--- config.mk ---
export PLATFORM = sky130hd
export DESIGN_NAME = uart_pack_assembler
export DESIGN_NICKNAME = d
export VERILOG_FILES = /design/src/rtl/diff_freq_pkg.sv /design/src/rtl/byte_timeout_timer.sv /design/src/rtl/uart_pack_assembler.sv
export SDC_FILE = /design/constraint.sdc
export NUM_CORES = 1
export LEC_CHECK = 0
export BUFFER_PORTS_ARGS = -buffer_cell sky130_fd_sc_hd__buf_2
export CORE_MARGIN = 4
export CORE_UTILIZATION = 50
export CTS_BUF_LIST = sky130_fd_sc_hd__clkbuf_4 sky130_fd_sc_hd__clkbuf_8
export CTS_CLUSTER_DIAMETER = 30
export DETAILED_ROUTE_END_ITERATION = 7
export PLACE_DENSITY = 0.71
export SLEW_MARGIN = 20
export SYNTH_ARGS = -nofsm -noshare
export SYNTH_HDL_FRONTEND = slang
export SYNTH_HIERARCHICAL = 1
export SYNTH_SLANG_ARGS = --single-unit
--- constraint.sdc ---
create_clock -name clk -period 2.8 [get_ports clk]
set_input_delay 0.28 -clock clk [delete_from_list [all_inputs] [get_ports clk]]
set_output_delay 0.28 -clock clk [all_outputs]
set_load 0.01 [all_outputs]
--- src/rtl/diff_freq_pkg.sv ---
// Shared definitions for the UART-to-pattern command path: assembler states,
// pack length formula and control byte field positions.
package diff_freq_pkg;

    typedef enum logic [1:0] {
        ST_IDLE    = 2'd0,
        ST_COLLECT = 2'd1,
        ST_HOLD    = 2'd2
    } pack_state_t;

    // One output word, one freq word, then the control byte.
    function automatic int pack_num(input int data_bit);
        return (data_bit / 8) * 2 + 1;
    endfunction

    localparam int CTRL_ENABLE_BIT = 0;
    localparam int CTRL_MODE_LSB   = 1;
    localparam int CTRL_MODE_MSB   = 2;
    localparam int CTRL_DIV_LSB    = 3;
    localparam int CTRL_DIV_MSB    = 7;

endpackage

--- src/rtl/byte_timeout_timer.sv ---
// Inter-byte idle counter: cleared on demand, counts while enabled and
// flags the cycle in which it sits at its terminal count.
module byte_timeout_timer #(
    parameter int TIMEOUT_CYC = 100_000
) (
    input  logic clk,
    input  logic rst_n,
    input  logic i_clear,
    input  logic i_enable,
    output logic o_terminal
);

    localparam int CNT_W = (TIMEOUT_CYC > 2) ? $clog2(TIMEOUT_CYC) : 1;
    localparam logic [CNT_W-1:0] TERM = CNT_W'(TIMEOUT_CYC - 1);

    logic [CNT_W-1:0] count;

    always_ff @(posedge clk or negedge rst_n) begin
        if (!rst_n) begin
            count <= '0;
        end else if (i_clear) begin
            count <= '0;
        end else if (i_enable) begin
            count <= (count == TERM) ? '0 : count + CNT_W'(1);
        end
    end

    assign o_terminal = i_enable && (count == TERM);

endmodule

--- src/rtl/uart_pack_assembler.sv ---
// Assembles UART bytes into {out pattern, freq pattern, ctrl} packs with a valid/ready
// handshake. Define PACK_CHECKSUM_EN to require a trailing XOR checksum byte per pack.
module uart_pack_assembler
    import diff_freq_pkg::*;
#(
    parameter int DATA_BIT    = 32,
    parameter int PACK_NUM    = pack_num(DATA_BIT),
    parameter int TIMEOUT_CYC = 100_000
) (
    input  logic                clk,
    input  logic                rst_n,
    input  logic [7:0]          i_data,
    input  logic                i_rx_done_tick,
    input  logic                i_pack_ready,
    output logic [DATA_BIT-1:0] o_out_pattern,
    output logic [DATA_BIT-1:0] o_freq_pattern,
    output logic [7:0]          o_ctrl,
    output logic                o_pack_valid,
    output logic                o_busy,
    output logic                o_timeout_tick,
    output logic                o_overrun_tick
`ifdef PACK_CHECKSUM_EN
    ,
    output logic                o_chk_err_tick
`endif
);

    localparam int PAT_BYTES = PACK_NUM - 1;
`ifdef PACK_CHECKSUM_EN
    localparam int LAST_BYTE = PACK_NUM;
`else
    localparam int LAST_BYTE = PACK_NUM - 1;
`endif
    localparam int IDX_W = $clog2(LAST_BYTE + 1);
    localparam logic [IDX_W-1:0] IDX_LAST = IDX_W'(LAST_BYTE);

    pack_state_t            state;
    logic [IDX_W-1:0]       idx;
    logic [8*PAT_BYTES-1:0] pat_buf;
    logic                   timer_terminal;
    logic                   timeout;
`ifdef PACK_CHECKSUM_EN
    logic [7:0]             ctrl_buf;
    logic [7:0]             chk_acc;
`endif

    byte_timeout_timer #(
        .TIMEOUT_CYC(TIMEOUT_CYC)
    ) u_timer (
        .clk       (clk),
        .rst_n     (rst_n),
        .i_clear   (i_rx_done_tick || (state != ST_COLLECT)),
        .i_enable  (state == ST_COLLECT),
        .o_terminal(timer_terminal)
    );

    // An arriving byte on the terminal cycle keeps the pack alive.
    assign timeout = timer_terminal && !i_rx_done_tick;

    always_ff @(posedge clk or negedge rst_n) begin
        if (!rst_n) begin
            state          <= ST_IDLE;
            idx            <= '0;
            pat_buf        <= '0;
            o_out_pattern  <= '0;
            o_freq_pattern <= '0;
            o_ctrl         <= '0;
            o_pack_valid   <= 1'b0;
            o_busy         <= 1'b0;
            o_timeout_tick <= 1'b0;
            o_overrun_tick <= 1'b0;
`ifdef PACK_CHECKSUM_EN
            ctrl_buf       <= '0;
            chk_acc        <= '0;
            o_chk_err_tick <= 1'b0;
`endif
        end else begin
            o_timeout_tick <= 1'b0;
            o_overrun_tick <= 1'b0;
`ifdef PACK_CHECKSUM_EN
            o_chk_err_tick <= 1'b0;
`endif
            case (state)
                ST_IDLE: begin
                    if (i_rx_done_tick) begin
                        pat_buf[7:0] <= i_data;
                        idx          <= IDX_W'(1);
                        state        <= ST_COLLECT;
                        o_busy       <= 1'b1;
`ifdef PACK_CHECKSUM_EN
                        chk_acc      <= i_data;
`endif
                    end
                end
                ST_COLLECT: begin
                    if (i_rx_done_tick) begin
                        for (int k = 0; k < PAT_BYTES; k++) begin
                            if (idx == IDX_W'(k)) pat_buf[8*k +: 8] <= i_data;
                        end
`ifdef PACK_CHECKSUM_EN
                        if (idx == IDX_W'(PACK_NUM - 1)) ctrl_buf <= i_data;
                        if (idx != IDX_LAST) chk_acc <= chk_acc ^ i_data;
`endif
                        if (idx == IDX_LAST) begin
                            idx <= '0;
`ifdef PACK_CHECKSUM_EN
                            if (chk_acc == i_data) begin
                                o_out_pattern  <= pat_buf[DATA_BIT-1:0];
                                o_freq_pattern <= pat_buf[2*DATA_BIT-1:DATA_BIT];
                                o_ctrl         <= ctrl_buf;
                                o_pack_valid   <= 1'b1;
                                state          <= ST_HOLD;
                            end else begin
                                o_chk_err_tick <= 1'b1;
                                o_busy         <= 1'b0;
                                state          <= ST_IDLE;
                            end
`else
                            o_out_pattern  <= pat_buf[DATA_BIT-1:0];
                            o_freq_pattern <= pat_buf[2*DATA_BIT-1:DATA_BIT];
                            o_ctrl         <= i_data;
                            o_pack_valid   <= 1'b1;
                            state          <= ST_HOLD;
`endif
                        end else begin
                            idx <= idx + IDX_W'(1);
                        end
                    end else if (timeout) begin
                        idx            <= '0;
                        state          <= ST_IDLE;
                        o_busy         <= 1'b0;
                        o_timeout_tick <= 1'b1;
                    end
                end
                ST_HOLD: begin
                    // A byte landing in the transfer cycle opens the next pack instead of overrunning.
                    if (o_pack_valid && i_pack_ready) begin
                        o_pack_valid <= 1'b0;
                        if (i_rx_done_tick) begin
                            pat_buf[7:0] <= i_data;
                            idx          <= IDX_W'(1);
                            state        <= ST_COLLECT;
`ifdef PACK_CHECKSUM_EN
                            chk_acc      <= i_data;
`endif
                        end else begin
                            state  <= ST_IDLE;
                            o_busy <= 1'b0;
                        end
                    end else if (i_rx_done_tick) begin
                        o_overrun_tick <= 1'b1;
                    end
                end
                default: begin
                    state  <= ST_IDLE;
                    idx    <= '0;
                    o_busy <= 1'b0;
                end
            endcase
        end
    end

endmodule

Yosys cells after proc, flatten, opt, wreduce, memory -nomap -nowiden
Cells that the tools add are included.
- output and inout bits: 76
- bits in registers: 163
- input port bits: 12
- add/subtract/negate cells: 2
- equality and inequality tests: 22
- reduce and logical (&&, ||, !) cells: 23
- multiplexer cells: 37
- operators by type and width (operator ; number):
    17-bit 2-to-1 mux ; 3
    8-bit 2-to-1 mux ; 4
    8-bit case mux with 3 select lines ; 1
    3-bit AND reduction ; 8
    4-bit 2-to-1 mux ; 5
    17-bit by 1-bit adder with 17-bit output, second input constant ; 1
    17-bit equality test, second input constant ; 1
    4-bit by 3-bit equality test with 1-bit output, second input constant ; 4
    2-bit inequality test, second input constant ; 8
    1-bit 2-to-1 mux ; 15
    4-bit case mux with 3 select lines ; 1
    4-bit AND reduction ; 3
    2-bit 2-to-1 mux ; 5
    4-bit by 2-bit equality test with 1-bit output, second input constant ; 2
    3-bit inequality test, second input constant ; 2
    2-bit case mux with 3 select lines ; 1
    5-bit AND reduction ; 1
    4-bit by 1-bit adder with 4-bit output, second input constant ; 1
    4-bit by 1-bit equality test with 1-bit output, second input constant ; 1
    4-bit equality test, second input constant ; 1
    4-bit zero test ; 1
    2-bit nonzero test ; 2
    1-bit logical AND ; 3
    1-bit case mux with 3 select lines ; 1
    other kinds (9) ; 9

Depth between registers and ports, before layout
- depth in word-level cells: 6
- mapped depth: 8
- mapped depth without buffers: 8

Cells and area by module
The synthesis kept the hierarchy.
- by module, submodules not included (module ; cells each ; times used ; area each (µm²) ; sequential area each (µm²)):
    uart_pack_assembler ; 356 ; 1 ; 5695.5 ; 3653.5
    byte_timeout_timer ; 109 ; 1 ; 1042.2 ; 425.4

Worst setup path after synthesis
No wires, ideal clock.
- kind: register to register
- from: register u_timer.count[11]
- to: register idx[3]
- period minus slack after synthesis: 2236 ps
- required time: 2676 ps
- arrival: 2112 ps
- setup time: 124 ps
- setup slack: 564 ps
- stages on the path, launching flop included: 8
- path through: dfrtp_1 > or4_1 > nor4b_2 > nand4b_1 > nor2_1 > nor3_1 > a211o_1 > a211o_1
- word-level cells in the longest chain between the ends: 5
- ends and longest elaborated chain (item ; line ; source):
    start, declared ; byte_timeout_timer.sv:16 ; logic [CNT_W-1:0] count;
    start signal, assigned ; byte_timeout_timer.sv:24 ; count <= (count == TERM) ? '0 : count + CNT_W'(1);
    17-bit equality test ; byte_timeout_timer.sv:28 ; assign o_terminal = i_enable && (count == TERM);
    1-bit logical AND ; byte_timeout_timer.sv:28 ;
    via timer_terminal ; uart_pack_assembler.sv:40 ; logic timer_terminal;
    1-bit logical AND ; uart_pack_assembler.sv:58 ; assign timeout = timer_terminal && !i_rx_done_tick;
    3-bit inequality test (no source line) ; - ;
    2-bit AND reduction (no source line) ; - ;
    end signal, assigned ; uart_pack_assembler.sv:126 ; idx <= idx + IDX_W'(1);
    end, declared ; uart_pack_assembler.sv:38 ; logic [IDX_W-1:0] idx;
The timed path passes the listed nets, and every way through them passes these cells.
A chain may end at the register's enable or synchronous reset.

Worst setup path in the final report
Ends and elaborated chain as after synthesis.

==> flow_metrics.tcl <==
set metrics [dict create \
    yosysWarnings 6 \
    final_antenna_net_count 0 \
    dpl_cell_area_mm2 0.007362 \
    fillCellCount 1064 \
    max_slew.worst_pin.slew_ns 0.6156 \
    rsz0062_at_grt "no" \
    die_y_um 124.1 \
    die_w_um 124.1 \
    htreeDepth 4 \
    grt_pass1_wl_um 22520 \
    drt-vias-per-instance 5.595 \
    maxSlewHeadroom_pct 58.78 \
    syn_nets 482 \
    netlist.area_leader.share_pct 60.54 \
    first_pass_iters 4 \
    cp-end-kind "flip-flop" \
    min_period_over_period_pct 89.61 \
    synth_seq_cells 163 \
    initial_core_util_pct 50.88 \
    slew_viol_final 0 \
    p_per_area_mw_per_mm2 962.7 \
    finalClockSkew_ns 0.009345 \
    cts_tree "done" \
    clkLatencyLatePin_ns 0.45 \
    nets 577 \
    fin_cells 749 \
    gr-total-overflow 0 \
    layout_common_cells "dfrtp_1 (163), mux2_2 (128), buf_2 (86), clkbuf_8 (22), nor2_1 (17)" \
    synth_top_area_cell "dfrtp_1" \
    pre_cts_ws_ns 0.3784 \
    arrival_ns 2.84 \
    synthFlopType "dfrtp_1" \
    status "finished, final reports clean" \
    async_reset_ff_share_pct 100.0 \
    maxCapViolations 0 \
    grt_max_degree 71 \
    clock-sinks 163 \
    hold_violations 0 \
    hp-class "in -> reg" \
    dp.cells 716 \
    p_leak_nw 3.846 \
    syn_area_mm2 0.006738 \
    fmax_mhz 398.6 \
    required_ns 3.14 \
    routabilityCongestion 0.9584 \
    fp-row-count 42 \
    clockBufferDepth 2 \
    dp_hpwl_um 9347 \
    clkSlewWorstSetupHoldPaths_ns 0.08 \
    synth_edf_count 0 \
    pin_count 88 \
    die_area_mm2 0.01540 \
    ir_drop_uv 534.2 \
    drcViolationCount 0 \
    gr-usage-all-layers_pct 19.27 \
    min_period_ns 2.509 \
    core_area_mm2 0.01324 \
    setup-tns-final_ns 0 \
    n_antenna_cell 0 \
    grt_pass1_vias 4264 \
    post-route-cell-area_mm2 0.007775 \
    io_buffers 87 \
    wirelength_um 13840 \
    cp_max_fo 7 \
    finalSetupViolCount 0 \
    drive_gt1_share_pct 47.29 \
    syn_to_final_growth_pct 15.39 \
    wire_per_inst_um 18.48 \
    utilization_pct 58.71 \
    synth.area.top_cells "dfrtp_1 (61%), mux2_2 (21%), mux2_4 (1.8%)" \
    cp-start-kind "flip-flop" \
    antenna_found_initial 0 \
    drtIter0Drc 309 \
    mostFrequentLayoutCell "dfrtp_1" \
    ys_seq_area_share_pct 60.54 \
    cts_buffers 17 \
    synthCells 465 \
    synth_cell_types 54 \
    via_count 4191 \
    finalWorstSetupSlack_ns 0.2910 \
    syn_avg_cell_area_um2 14.49 \
    worstSetupPathType "reg -> reg" \
    root_buffer "clkbuf_8" \
]
-- Yosys cell counts (3+ instances only) --
cell type and n:
nor2_1 18, nand3_1 8, nand4_1 13, dfrtp_1 163, nor3_1 4, ha_1 5
buf_2 5, and3_1 4, nor4_1 3, mux2_2 128, inv_1 8, buf_4 7
a21oi_1 5, nand2_1 10, clkbuf_1 4, o21ai_0 8, nor2b_1 5, xnor2_1 8
mux2_4 8, o211ai_1 5, nand3b_1 4, and4_1 4
-- flip-flops by register name, summed over array words and instances, names as in the netlist, 2 cells and up --
register / cells
o_out_pattern: 32
pat_buf: 64
o_freq_pattern: 32
o_ctrl: 8
u_timer/count: 17
state: 2
idx: 4
-- path summary, 6_finish.rpt --
path | start | end | slack [ns] | cells past startpoint
max | u_timer/count[11] | idx[3] | 0.29 | 7
min | i_pack_ready | o_pack_valid | 0.04 | 2
max reg2reg | u_timer/count[11] | idx[3] | 0.29 | 7
min reg2reg | pat_buf[28] | o_out_pattern[28] | 0.50 | 1
max in group asynchronous | rst_n | pat_buf[35] | 1.73 | 3
min in group asynchronous | rst_n | pat_buf[8] | 0.33 | 2
-- cell type report --
cell class,count,area [µm²],area share (%)
clock inverters,9,92.59,1.191
inverters,8,30.03,0.3862
well taps,176,220.2,2.832
clock buffers,23,310.3,3.991
flip-flops and latches,163,4079,52.46
repair buffers,94,521.8,6.711
multi-input cells,276,2521,32.43
-- report_power, final --
group / switching (mW) / total (mW) / internal, mW
logic: 0.945 / 2.07 / 1.13
clock network: 0.845 / 1.69 / 0.840
registers: 0.507 / 3.73 / 3.22
total: 2.30 / 7.49 / 5.19
-- repair_timing --
action | CTS | global route
gates resized for setup | 0 | 0
buffers inserted | 0 | 0
hold buffers | 1 | 0
endpoints found under the hold margin | 43 | 0
-- cells by family (layout without fill, tap and decap cells) --
group                    Yosys count  count (layout)  synth area share, %
adder cells (fa/ha/maj)            5               5               0.9285
AND/OR/NAND/NOR                   92              92                8.487
multiplexers                     137             137                23.32
AO/OA/AOI/OAI                     33              33                3.399
XOR/XNOR                           9               9                1.170
buffers and inverters             26             134                2.154
flip-flops                       163             163                60.54
-- metal layers --
layer  GRT usage [%]  vias to the layer above  wire length [µm]
li1                -                     1883                 -
met2           30.88                      133              6772
met3           4.859                       27               725
met1           24.93                     2148              6027
met4           8.419                        0               317
met5               0                        -                 0
-- critical path, cell delays in order (launching register included) --
cell      delay, ns
dfrtp_1        0.46
or4_1          0.59
nor4b_2        0.31
nand4b_1       0.13
nor2_1         0.23
nor3_1         0.10
a211o_1        0.29
a211o_1        0.30
-- through the flow --
stage          total power, mW  hold WS [ns]
6_report                 7.485       0.03862
5_1_grt                  7.954       0.02216
4_1_cts                  7.572      0.003322
3_5_place_dp             5.868        0.2428
3_3_place_gp             5.736        0.2375
2_1_floorplan            5.038      -0.01559
(Power assumes the default switching activity.)
